### config.mk
export PLATFORM = sky130hd
export DESIGN_NAME = hack_screen_reader
export DESIGN_NICKNAME = d
export VERILOG_FILES = /design/src/rtl/hack_pkg.sv /design/src/rtl/screen_word_buf.sv /design/src/rtl/hack_screen_reader.sv
export SDC_FILE = /design/constraint.sdc
export NUM_CORES = 1
export LEC_CHECK = 0
export ABC_CLOCK_PERIOD_IN_PS = 2000
export CAP_MARGIN = 20
export CELL_PAD_IN_SITES_DETAIL_PLACEMENT = 1
export CELL_PAD_IN_SITES_GLOBAL_PLACEMENT = 2
export CORE_MARGIN = 2
export CORE_UTILIZATION = 28
export CTS_CLUSTER_SIZE = 30
export DETAILED_ROUTE_END_ITERATION = 6
export PLACE_DENSITY = 0.82
export SLEW_MARGIN = 40
export SYNTH_ARGS = -nofsm -noshare
export SYNTH_HDL_FRONTEND = slang
export SYNTH_SLANG_ARGS = --single-unit
export TNS_END_PERCENT = 1
### constraint.sdc
create_clock -name clk -period 2 [get_ports clk]
set_input_delay 0.3 -clock clk [delete_from_list [all_inputs] [get_ports clk]]
set_output_delay 0.3 -clock clk [all_outputs]
set_load 0.02 [all_outputs]
### src/rtl/hack_pkg.sv
// hack_pkg: Hack screen geometry constants and the screen reader state type
package hack_pkg;
   localparam logic [14:0] SCREEN_BASE  = 15'h4000;
   localparam int          SCREEN_WORDS = 8192;
   localparam int          SCREEN_WPR   = 32;
   localparam int          SCREEN_ROWS  = 256;
   typedef enum logic [1:0] {SR_IDLE, SR_REQ, SR_WAIT, SR_SHIFT} screen_rd_state_t;
endpackage

### src/rtl/screen_word_buf.sv
// screen_word_buf: word store shifting pixels out bit 0 first; 2 words deep with HACK_SCREEN_PREFETCH_EN, else 1
module screen_word_buf (
   input  logic        clk,
   input  logic        rst_n,
   input  logic        i_push,
   input  logic [15:0] i_wdata,
   input  logic        i_pop,
   output logic        o_valid,
   output logic        o_bit,
   output logic [3:0]  o_bitcnt,
   output logic [1:0]  o_count
);
`ifdef HACK_SCREEN_PREFETCH_EN
   localparam logic [1:0] DEPTH = 2'd2;
`else
   localparam logic [1:0] DEPTH = 2'd1;
`endif
   logic [15:0] r_head;
   logic [15:0] r_next;
   logic [3:0]  r_bit;
   logic [1:0]  r_cnt;
   logic [1:0]  w_wr_pos;
   logic        w_pop;
   logic        w_pop_word;
   assign w_pop      = i_pop & o_valid;
   assign w_pop_word = w_pop & (&r_bit);
   assign w_wr_pos   = r_cnt - {1'b0, w_pop_word};
   assign o_valid    = r_cnt != 2'd0;
   assign o_bit      = r_head[r_bit];
   assign o_bitcnt   = r_bit;
   assign o_count    = r_cnt;
   // head word shifts out one bit per pop; the second slot refills the head once it is exhausted
   always_ff @(posedge clk) begin
      if (!rst_n) begin
         r_head <= '0;
         r_next <= '0;
         r_bit  <= '0;
         r_cnt  <= '0;
      end else begin
         r_cnt <= r_cnt + {1'b0, i_push} - {1'b0, w_pop_word};
         if (w_pop) r_bit <= r_bit + 4'd1;
         if (i_push && w_wr_pos == 2'd0) r_head <= i_wdata;
         else if (w_pop_word) r_head <= r_next;
         if (DEPTH > 2'd1 && i_push && w_wr_pos == 2'd1) r_next <= i_wdata;
      end
   end
endmodule

### src/rtl/hack_screen_reader.sv
// hack_screen_reader: fetches the Hack screen words and streams them as pixels; HACK_SCREEN_PREFETCH_EN enables the prefetching fetch engine
module hack_screen_reader
   import hack_pkg::*;
#(
   parameter logic [14:0] BASE_ADDR     = SCREEN_BASE,
   parameter int          WORDS_PER_ROW = SCREEN_WPR,
   parameter int          ROWS          = SCREEN_ROWS
) (
   input  logic        clk,
   input  logic        rst_n,
   input  logic        start,
   output logic        busy,
   output logic        done,
   output logic        mem_req,
   output logic [14:0] mem_addr,
   input  logic        mem_gnt,
   input  logic [15:0] mem_rdata,
   output logic        px_valid,
   input  logic        px_ready,
   output logic        px_data,
   output logic        px_sof,
   output logic        px_eol
);
   localparam logic [12:0] LAST_WORD = 13'(WORDS_PER_ROW * ROWS - 1);
   localparam logic [12:0] LAST_COL  = 13'(WORDS_PER_ROW - 1);
   screen_rd_state_t r_state;
   screen_rd_state_t w_state_nx;
   logic [12:0] r_word;
   logic [12:0] r_wcol;
   logic        r_done;
   logic        w_push;
   logic        w_pop;
   logic        w_pop_word;
   logic        w_final;
   logic        w_last_bit;
   logic        w_buf_valid;
   logic        w_bit;
   logic [3:0]  w_bitcnt;
   logic [1:0]  w_cnt;
   assign w_last_bit = &w_bitcnt;
   assign w_pop      = w_buf_valid & px_ready;
   assign w_pop_word = w_pop & w_last_bit;
   assign w_final    = w_pop_word & (r_word == LAST_WORD);
   assign busy       = r_state != SR_IDLE;
   assign done       = r_done;
   assign px_valid   = w_buf_valid;
   assign px_data    = w_buf_valid & w_bit;
   assign px_sof     = w_buf_valid & (r_word == '0) & (w_bitcnt == 4'd0);
   assign px_eol     = w_buf_valid & (r_wcol == LAST_COL) & w_last_bit;
   screen_word_buf u_buf (
      .clk      (clk),
      .rst_n    (rst_n),
      .i_push   (w_push),
      .i_wdata  (mem_rdata),
      .i_pop    (w_pop),
      .o_valid  (w_buf_valid),
      .o_bit    (w_bit),
      .o_bitcnt (w_bitcnt),
      .o_count  (w_cnt)
   );
   // frame position of the word at the head of the buffer, plus the done pulse
   always_ff @(posedge clk) begin
      if (!rst_n) begin
         r_word <= '0;
         r_wcol <= '0;
         r_done <= 1'b0;
      end else begin
         r_done <= w_final;
         if (w_pop_word) begin
            r_word <= w_final ? '0 : r_word + 13'd1;
            r_wcol <= (w_final || r_wcol == LAST_COL) ? '0 : r_wcol + 13'd1;
         end
      end
   end
   // state register; a start in the done cycle is dropped by the next-state logic
   always_ff @(posedge clk) begin
      r_state <= !rst_n ? SR_IDLE : w_state_nx;
   end
`ifdef HACK_SCREEN_PREFETCH_EN
   localparam logic [13:0] WORDS = 14'(WORDS_PER_ROW * ROWS);
   logic [13:0] r_fidx;
   logic        r_inflight;
   assign mem_req  = busy & (r_fidx != WORDS) & ((w_cnt + {1'b0, r_inflight}) < 2'd2);
   assign mem_addr = BASE_ADDR + {2'b0, r_fidx[12:0]};
   assign w_push   = r_inflight;
   // fetch engine: keeps buffered plus in-flight words at two, independent of pixel draining
   always_ff @(posedge clk) begin
      if (!rst_n) begin
         r_fidx     <= '0;
         r_inflight <= 1'b0;
      end else begin
         r_inflight <= mem_req & mem_gnt;
         if (w_final) r_fidx <= '0;
         else if (mem_req & mem_gnt) r_fidx <= r_fidx + 14'd1;
      end
   end
   // busy from an accepted start until the last pixel transfers
   always_comb begin
      w_state_nx = r_state;
      if (r_state == SR_IDLE) w_state_nx = (start & ~r_done) ? SR_SHIFT : SR_IDLE;
      else w_state_nx = w_final ? SR_IDLE : r_state;
   end
`else
   assign mem_req  = (r_state == SR_REQ) & (w_cnt == 2'd0);
   assign mem_addr = BASE_ADDR + {2'b0, r_word};
   assign w_push   = r_state == SR_WAIT;
   // request, wait one cycle for data, shift the word out, then fetch the next one
   always_comb begin
      w_state_nx = r_state;
      case (r_state)
         SR_IDLE:  w_state_nx = (start & ~r_done) ? SR_REQ : SR_IDLE;
         SR_REQ:   w_state_nx = mem_gnt ? SR_WAIT : SR_REQ;
         SR_WAIT:  w_state_nx = SR_SHIFT;
         SR_SHIFT: w_state_nx = w_pop_word ? (w_final ? SR_IDLE : SR_REQ) : SR_SHIFT;
         default:  w_state_nx = SR_IDLE;
      endcase
   end
`endif
endmodule
# Word level (Yosys, flattened, before mapping)

Cells that the tools add are included.

Reductions and logical operators: 11
$add $sub $neg: 7
$lt $le $gt $ge: 1
Multiplexer cells: 11
Bitwise logic cells: 13
Equality and inequality tests: 5

Operators with widths:

| kind                                                                         | number |
|---|---|
| 16-bit 2-to-1 mux                                                            | 2 |
| 13-bit by 1-bit adder with 13-bit output, second input constant              | 2 |
| 13-bit 2-to-1 mux                                                            | 2 |
| 15-bit by 13-bit adder with 15-bit output, first input constant              | 1 |
| 13-bit == test, second input constant                                        | 1 |
| 13-bit by 5-bit == test with 1-bit output, second input constant             | 1 |
| 13-bit zero test                                                             | 1 |
| 1-bit bitwise AND                                                            | 12 |
| 2-bit case mux with 4 select lines                                           | 1 |
| 2-bit zero test                                                              | 3 |
| 2-bit nonzero test                                                           | 3 |
| 4-bit by 5-bit less-than comparator with 1-bit output, second input constant | 1 |
| 4-bit by 1-bit adder with 4-bit output, second input constant                | 1 |
| 1-bit binary-select mux with 4-bit select                                    | 1 |
| 2-bit == test, second input constant                                         | 2 |
| 4-bit zero test                                                              | 1 |
| 2-bit 2-to-1 mux                                                             | 2 |
| 4-bit AND reduction                                                          | 1 |
| 2-bit by 1-bit subtractor with 2-bit output                                  | 2 |
| 1-bit 2-to-1 mux                                                             | 3 |
| 2-bit by 1-bit adder with 2-bit output                                       | 1 |
| 2-bit by 1-bit == test with 1-bit output, second input constant              | 1 |
| 1-bit logical AND                                                            | 1 |
| 1-bit logical OR                                                             | 1 |
| 1-bit inverter                                                               | 1 |

Register bits after elaboration: 51
Output and inout bits: 22

# Longest topological paths before layout

Gate-level depths: netlist of the first run.

Word-level depth: 8
Mapped depth: 11
Mapped depth without buffers: 10

# Hierarchy

A second synthesis of the first run with hierarchy kept.

Cell total of the unflattened synthesis: 303
Area total of the unflattened synthesis: 2620.0 µm²

Modules (own cells, without submodules):

| module             | cells an instance | times used | area an instance (µm²) |
|---|---|---|---|
| hack_screen_reader | 188               | 1          | 1547.7 |
| screen_word_buf    | 115               | 1          | 1072.3 |

# Worst setup path before layout of the first run

No wires, ideal clock.

Kind: flip-flop to flip-flop
From: register u_buf.r_bit[0], in the netlist u_buf.o_bitcnt[0]
To: register u_buf.r_cnt[1], in the netlist u_buf.o_count[1]
Cell stages (with the launch flop): 12
Library setup time: 0.128 ns
Data required time: 1.872 ns
Path slack: -0.012 ns
Period minus slack after synthesis: 2.012 ns
Arrival time: 1.884 ns
Cell sequence: dfxtp_1 > ha_1 > and3_1 > nand2_2 > inv_2 > buf_2 > ha_1 > inv_1 > ha_1 > xor2_1 > xnor2_1 > nor2_1

Longest elaborated chain between the ends: 3

Ends and longest elaborated chain:

| element                                     | line                  | source |
|---|---|---|
| from (decl)                                 | screen_word_buf.sv:20 | `logic [3:0] r_bit;` |
| from (signal assigned)                      | screen_word_buf.sv:41 | `if (w_pop) r_bit <= r_bit + 4'd1;` |
| 4-bit AND reduction                         | screen_word_buf.sv:26 | `assign w_pop_word = w_pop & (&r_bit);` |
| 1-bit bitwise AND                           | screen_word_buf.sv:26 |  |
| 2-bit by 1-bit subtractor with 2-bit output | screen_word_buf.sv:40 | `r_cnt <= r_cnt + {1'b0, i_push} - {1'b0, w_pop_word};` |
| to (signal assigned)                        | screen_word_buf.sv:40 |  |
| to (decl)                                   | screen_word_buf.sv:21 | `logic [1:0] r_cnt;` |

Every way passes these cells.
A chain may end at the register's enable or synchronous reset.

# Worst setup path in the final report of the first run

From: register u_buf.r_bit[0], in the netlist u_buf.o_bitcnt[0]
To: output port px_data

Longest elaborated chain between the ends: 3

Ends and longest elaborated chain:

| element                                   | line                     | source |
|---|---|---|
| 1-bit binary-select mux with 4-bit select | screen_word_buf.sv:29    | `assign o_bit = r_head[r_bit];` |
| 1-bit 2-to-1 mux (implied by the code)    | screen_word_buf.sv:29    |  |
| 1-bit bitwise AND                         | hack_screen_reader.sv:47 | `assign px_data = w_buf_valid & w_bit;` |
| to (decl)                                 | hack_screen_reader.sv:20 | `output logic px_data,` |

Every way passes these cells. The select of a mux whose other input is x is not followed.

==> results.py, run 1 <==
metrics = {
    "timing": {
        "fmax_mhz": 441,
        "min_period_ps": 2270,
        "hold_ws_ps": 477,
        "setup_ws_ps": -266,
        "drv_slew": 0,
        "tns_ps": -266,
        "skew_ps": 5.75,
        "rsz0062_at_grt": "yes",
        "finalHoldViolations": 0,
        "setup_viol": 1,
        "finalCritPeriodShare": 1.13,
    },
    "route": {
        "via_per_inst": 4.85,
        "postRouteAntennaNets": 0,
        "dr.pass1.iters": 4,
        "drt_iter0_markers": 44,
        "num_vias": 2325,
        "post_drt_wl_per_cell_um": 14.2,
        "post-route-drc-count": 0,
        "drt-total-wl_mm": 6.79,
    },
    "status": {
        "run_status": "finished with violations",
        "violations": "negative setup slack",
    },
    "placed_design": {
        "numPlacedInstances": 471,
        "pre_cts_ws_ps": -529,
        "hpwl_mm": 5.17,
        "place.gp.congestion": 0.808,
        "io_buffers": 40,
    },
    "synthesis": {
        "synth_cells": 291,
        "ys_warn_count": 0,
        "synth-seq-cells": 51,
        "ys_seq_area_frac": 0.409,
        "syn_nets": 319,
        "synth_cell_types": 44,
        "synth_top_cell_by_area": "dfxtp_1",
        "synth.top_cell.area_share": 0.409,
        "synth_edf_count": 0,
        "syn-cell-area_mm2": 0.00249,
        "yosys_most_used_dff": "dfxtp_1",
        "avgSynthCellArea_um2": 8.57,
        "synthTopCellsByArea": "dfxtp_1, nand3_1, a21oi_1, nand2_1, mux4_2",
        "synthArstFlopShare": 0,
    },
    "critical_path": {
        "required_ps": 1700,
        "critPathArrivalTime_ps": 1970,
        "startpoint_type": "flop",
        "critPathMaxFanout": 5,
        "rr_worst_depth": 11,
        "critPathKind": "flop to output pin",
        "endpoint_kind": "output pin",
    },
    "grt": {
        "grt-ovfl-total": 0,
        "antenna_found_initial": 0,
        "grt_max_degree": 31,
        "grt_pass1_vias": 2404,
        "grt_pass1_wl_mm": 11.4,
        "grt_use_total": 0.145,
    },
    "clock_network": {
        "h-tree-depth": 2,
        "path_clk_slew_ps": 90,
        "cts_tree": "done",
        "cts-buffers-inserted": 5,
        "clk_path_buf_depth": 2,
        "postCtsHoldBufs": 0,
        "clock-sinks": 51,
        "worstSkewPairLatency_ps": 300,
        "cts-root-buf": "clkbuf_8",
    },
    "flow_run": {
        "drv_cap": 0,
    },
    "power_and_ir_drop": {
        "clockPowerShare": 0.320,
        "power.total_mw": 1.83,
        "seq_power_share": 0.574,
        "switching_share": 0.245,
        "power_frac_comb": 0.105,
        "power.switching_mw": 0.447,
        "p_int_mw": 1.38,
        "p_leak_nw": 1.25,
        "power.density_mw_per_mm2": 533,
        "vdd_drop_max_uv": 250,
    },
    "layout": {
        "mostFrequentLayoutCell": "dfxtp_1",
        "final_cell_mix": "dfxtp_1, buf_4, nand2_1, clkdlybuf4s50_1",
        "drive_above_1_share": 0.221,
        "final_cells": 479,
        "layout.nets": 398,
        "antenna_cells": 0,
        "syn2layout_area_growth_pct": 37.5,
    },
    "floorplan": {
        "die_area_mm2": 0.00968,
        "pin_count": 43,
        "die_w_um": 98.4,
        "fp.coreArea_mm2": 0.00868,
        "die_h_um": 98.4,
        "start_util": 0.287,
        "rows": 34,
    },
    "worst_hold_path": {
        "whs_path_depth": 2,
        "hold_class": "flop to flop",
    },
}
==> stage by stage <==
stage               area (um2)   util
floorplan                 2500      -
global placement          3310  0.382
detailed placement        3310  0.382
CTS                       3420  0.394
global route              3430  0.395
finish                    3430  0.395
==> state kept, by name, indices dropped and copies added, names as in the netlist <==
| signal | flops |
|---|---|
| done | 1 |
| r_state | 2 |
| r_wcol | 13 |
| r_word | 13 |
| u_buf.o_bitcnt | 4 |
| u_buf.o_count | 2 |
| u_buf.r_head | 16 |
==> cells in the mapped netlist, types with 3 or more instances <==
master,count
a21oi_1,32
and3_1,6
buf_2,4
clkbuf_1,4
dfxtp_1,51
ha_1,7
inv_1,8
mux4_2,5
nand2_1,36
nand3_1,33
nand4_1,7
nand4b_1,3
nor2_1,27
nor4_1,5
o21ai_0,3
xnor2_1,8
xor2_1,11
==> layer usage <==
| layer | up-vias | wire length, um | GRT usage |
|---|---|---|---|
| li1 | 1170 | - | - |
| met1 | 1125 | 2980 | 0.168 |
| met2 | 23 | 3580 | 0.263 |
| met3 | 7 | 155 | 0.0308 |
| met4 | 0 | 75 | 0.0485 |
| met5 | - | 0 | 0 |
==> logic make-up (layout without fill, tap and decap cells) <==
kind of cell             after synthesis  in the layout  synth area share
XOR/XNOR                              19             19            0.0667
AO/OA/AOI/OAI                         48             48             0.119
other                                  2              2           0.00301
flip-flops                            51             51             0.409
AND/OR/NAND/NOR                      135            135             0.271
buffers and inverters                 23            103            0.0457
adder cells (fa/ha/maj)                7              7            0.0351
multiplexers                           6              6            0.0497
==> power by group through the flow <==
stage               Combinational [mW]  Sequential [mW]  Clock (mW)
global route                     0.211             1.05       0.647
detailed placement               0.196             1.07           0
finish                           0.193             1.05       0.586
CTS                              0.197             1.05       0.611
floorplan                        0.102             1.07           0
global placement                 0.193             1.07           0
==> final cells by class <==
type,instances,area (um2)
Multi-Input combinational cell,217,1400
Tap cell,108,135
Sequential cell,51,1030
Timing Repair Buffer,86,754
Fill cell,1047,5250
Inverter,9,33.8
Clock inverter,1,5.00
Clock buffer,7,76.3
==> worst max-delay path, cell delays in order, from the launching register on <==
cell	delay, ps
dfxtp_4	400
mux4_2	500
mux4_2	470
and2_4	160
buf_6	120
==> path summary, 6_finish.rpt <==
path	start	endpoint	slack (ps)
setup reg to reg	u_buf.o_bitcnt[0]$_SDFFE_PN0P_	u_buf.o_count[1]$_SDFF_PN0_	20
hold reg to reg	u_buf.r_head[11]$_SDFFE_PN0P_	u_buf.r_head[11]$_SDFFE_PN0P_	480
setup / recovery	u_buf.o_bitcnt[0]$_SDFFE_PN0P_	px_data	-270
hold / removal	u_buf.r_head[11]$_SDFFE_PN0P_	u_buf.r_head[11]$_SDFFE_PN0P_	480
==> timing repair <==
action | in CTS | in global routing
resized for setup | 21 | 4
hold endpoints to repair | 0 | 0
buffers inserted | 0 | 0
setup endpoints to repair | 48 | 10
pin swaps | 2 | 0
Power figures use the tool's default switching activity.
==> run 2, diff against run 1 <==
--- a/config.mk
+++ b/config.mk
@@ -13,8 +13,8 @@
 export CORE_UTILIZATION = 28
 export CTS_CLUSTER_SIZE = 30
 export DETAILED_ROUTE_END_ITERATION = 6
+export HOLD_SLACK_MARGIN = 0.05
 export PLACE_DENSITY = 0.82
-export SLEW_MARGIN = 40
 export SYNTH_ARGS = -nofsm -noshare
 export SYNTH_HDL_FRONTEND = slang
 export SYNTH_SLANG_ARGS = --single-unit
==> results of run 2 <==
The final DEF is identical to that of run 1; final timing and power are the same.
==> run 3, diff against run 2 <==
--- a/config.mk
+++ b/config.mk
@@ -15,6 +15,8 @@
 export DETAILED_ROUTE_END_ITERATION = 6
 export HOLD_SLACK_MARGIN = 0.05
 export PLACE_DENSITY = 0.82
+export SKIP_CTS_REPAIR_TIMING = 1
+export SKIP_LAST_GASP = 1
 export SYNTH_ARGS = -nofsm -noshare
 export SYNTH_HDL_FRONTEND = slang
 export SYNTH_SLANG_ARGS = --single-unit
==> run 3 against run 2 <==
  * Final area fell by 0.69%
  * Via count fell by 0.34%
  * Sequential share of layout area rose by 0.17 points
  * Routed wire length fell by 0.97%
  * Worst hold slack barely moved
  * Critical path depth did not move
  * Register-to-register slack got worse by 90 ps
  * The run still ends with negative setup slack left
==> results.py, run 3 (same netlist as run 1, synthesis figures left out) <==
metrics = {
    "status": {
        "run_status": "finished with violations",
        "violations": "negative setup slack",
    },
    "route": {
        "dr.pass1.iters": 4,
        "drt_iter0_markers": 33,
        "post_drt_wl_per_cell_um": 14.0,
        "postRouteAntennaNets": 0,
        "post-route-drc-count": 0,
        "via_per_inst": 4.84,
        "drt-total-wl_mm": 6.72,
        "num_vias": 2317,
    },
    "grt": {
        "antenna_found_initial": 0,
        "grt_pass1_vias": 2410,
        "grt_use_total": 0.145,
        "grt_pass1_wl_mm": 11.4,
        "grt-ovfl-total": 0,
        "grt_max_degree": 31,
    },
    "worst_hold_path": {
        "hold_start": "u_buf.r_head[11]$_SDFFE_PN0P_",
        "hold_class": "flop to flop",
    },
    "critical_path": {
        "r2r_start": "u_buf.o_bitcnt[1]$_SDFFE_PN0P_",
        "critPathArrivalTime_ps": 1960,
        "critPathMaxFanout": 5,
        "crit_start": "u_buf.o_bitcnt[0]$_SDFFE_PN0P_",
        "crit_path_cell_trace": "mux4_2 -> mux4_2 -> and2_4 -> buf_6",
        "cp.buffers_inverters": 1,
        "crit_slowest_cell": "mux4_2",
        "slowest_delay_ps": 510,
        "critPathKind": "flop to output pin",
        "endpoint_kind": "output pin",
        "required_ps": 1700,
        "crit_top_cell": "mux4_2",
        "startpoint_type": "flop",
        "crit_family": "multiplexers",
    },
    "timing": {
        "min_period_ps": 2260,
        "tns_ps": -509,
        "finalHoldViolations": 0,
        "rsz0062_at_grt": "yes",
        "setup_ws_ps": -265,
        "drv_slew": 0,
        "finalCritPeriodShare": 1.13,
        "setup_viol": 5,
        "fmax_mhz": 442,
        "skew_ps": 7.14,
    },
    "floorplan": {
        "fp.coreArea_mm2": 0.00868,
        "start_util": 0.287,
        "die_h_um": 98.4,
        "pin_count": 43,
        "die_area_mm2": 0.00968,
        "rows": 34,
        "die_w_um": 98.4,
    },
    "power_and_ir_drop": {
        "vdd_drop_max_uv": 248,
        "power.switching_mw": 0.442,
        "power.density_mw_per_mm2": 536,
        "power.total_mw": 1.82,
        "seq_power_share": 0.575,
        "p_leak_nw": 1.28,
        "clockPowerShare": 0.319,
        "p_int_mw": 1.38,
        "switching_share": 0.242,
        "power_frac_comb": 0.106,
    },
    "layout": {
        "final_cells": 479,
        "syn2layout_area_growth_pct": 36.6,
        "drive_above_1_share": 0.199,
        "reg_top3": "u_buf.r_head x16, r_wcol x13, r_word x13",
        "top_register": "u_buf.r_head",
        "antenna_cells": 0,
        "final_core_util": 0.392,
        "layout.nets": 398,
        "final_cell_mix": "dfxtp_1, buf_4, clkdlybuf4s50_1",
        "largest_reg_flops": 16,
        "mostFrequentLayoutCell": "dfxtp_1",
    },
    "placed_design": {
        "io_buffers": 40,
        "hpwl_mm": 5.17,
        "numPlacedInstances": 471,
        "place.gp.congestion": 0.808,
    },
    "clock_network": {
        "cts-buffers-inserted": 5,
        "worstSkewPairLatency_ps": 300,
        "path_clk_slew_ps": 90,
        "h-tree-depth": 2,
        "clk_path_buf_depth": 2,
        "cts-root-buf": "clkbuf_8",
        "clock-sinks": 51,
        "cts_tree": "done",
    },
    "flow_run": {
        "drv_cap": 0,
    },
}
## run 3: layout make-up
cell class	count	area, um2
flip-flops and latches	51	1020
repair buffers	86	764
inverters	9	33.8
well taps	108	135
fillers	1048	5270
clock buffers	7	76.3
multi-input cells	217	1370
clock inverters	1	5.00
## run 3: worst paths after layout
kind                                   end  slack, ps  cells past startpoint
max reg2reg    u_buf.o_count[1]$_SDFF_PN0_        -70                     11
min reg2reg  u_buf.r_head[11]$_SDFFE_PN0P_        480                      2
max                                px_data       -260                      4
min          u_buf.r_head[11]$_SDFFE_PN0P_        480                      2
## run 3: metal layers
| metal | GRT usage | share of wire | vias to the layer above |
|---|---|---|---|
| met5 | 0 | 0 | - |
| met4 | 0.0485 | 0.014 | 0 |
| met3 | 0.0301 | 0.024 | 8 |
| met2 | 0.262 | 0.52 | 26 |
| met1 | 0.169 | 0.44 | 1114 |
| li1 | - | - | 1169 |
## run 3: power groups by stage
stage	sequential (mW)	combinational [mW]	clock [mW]
final	1.05	0.193	0.582
after global placement	1.07	0.193	0
after floorplan	1.07	0.102	0
after detailed placement	1.07	0.196	0
after CTS	1.05	0.197	0.611
after global routing	1.05	0.212	0.646
## run 3: tightest hold or removal path: stages (launching register included)
cell	delay, ps
dfxtp_1	320
nand3_1	60
a21oi_1	60
## run 3: per-stage QoR
stage | cell area [um2] | worst slack (ps) | hold WS (ps)
after floorplan | 2500 | 13.2 | 422
after global placement | 3310 | -502 | 454
after detailed placement | 3310 | -529 | 465
after CTS | 3390 | -887 | 477
after global routing | 3410 | -320 | 505
final | 3410 | -265 | 477
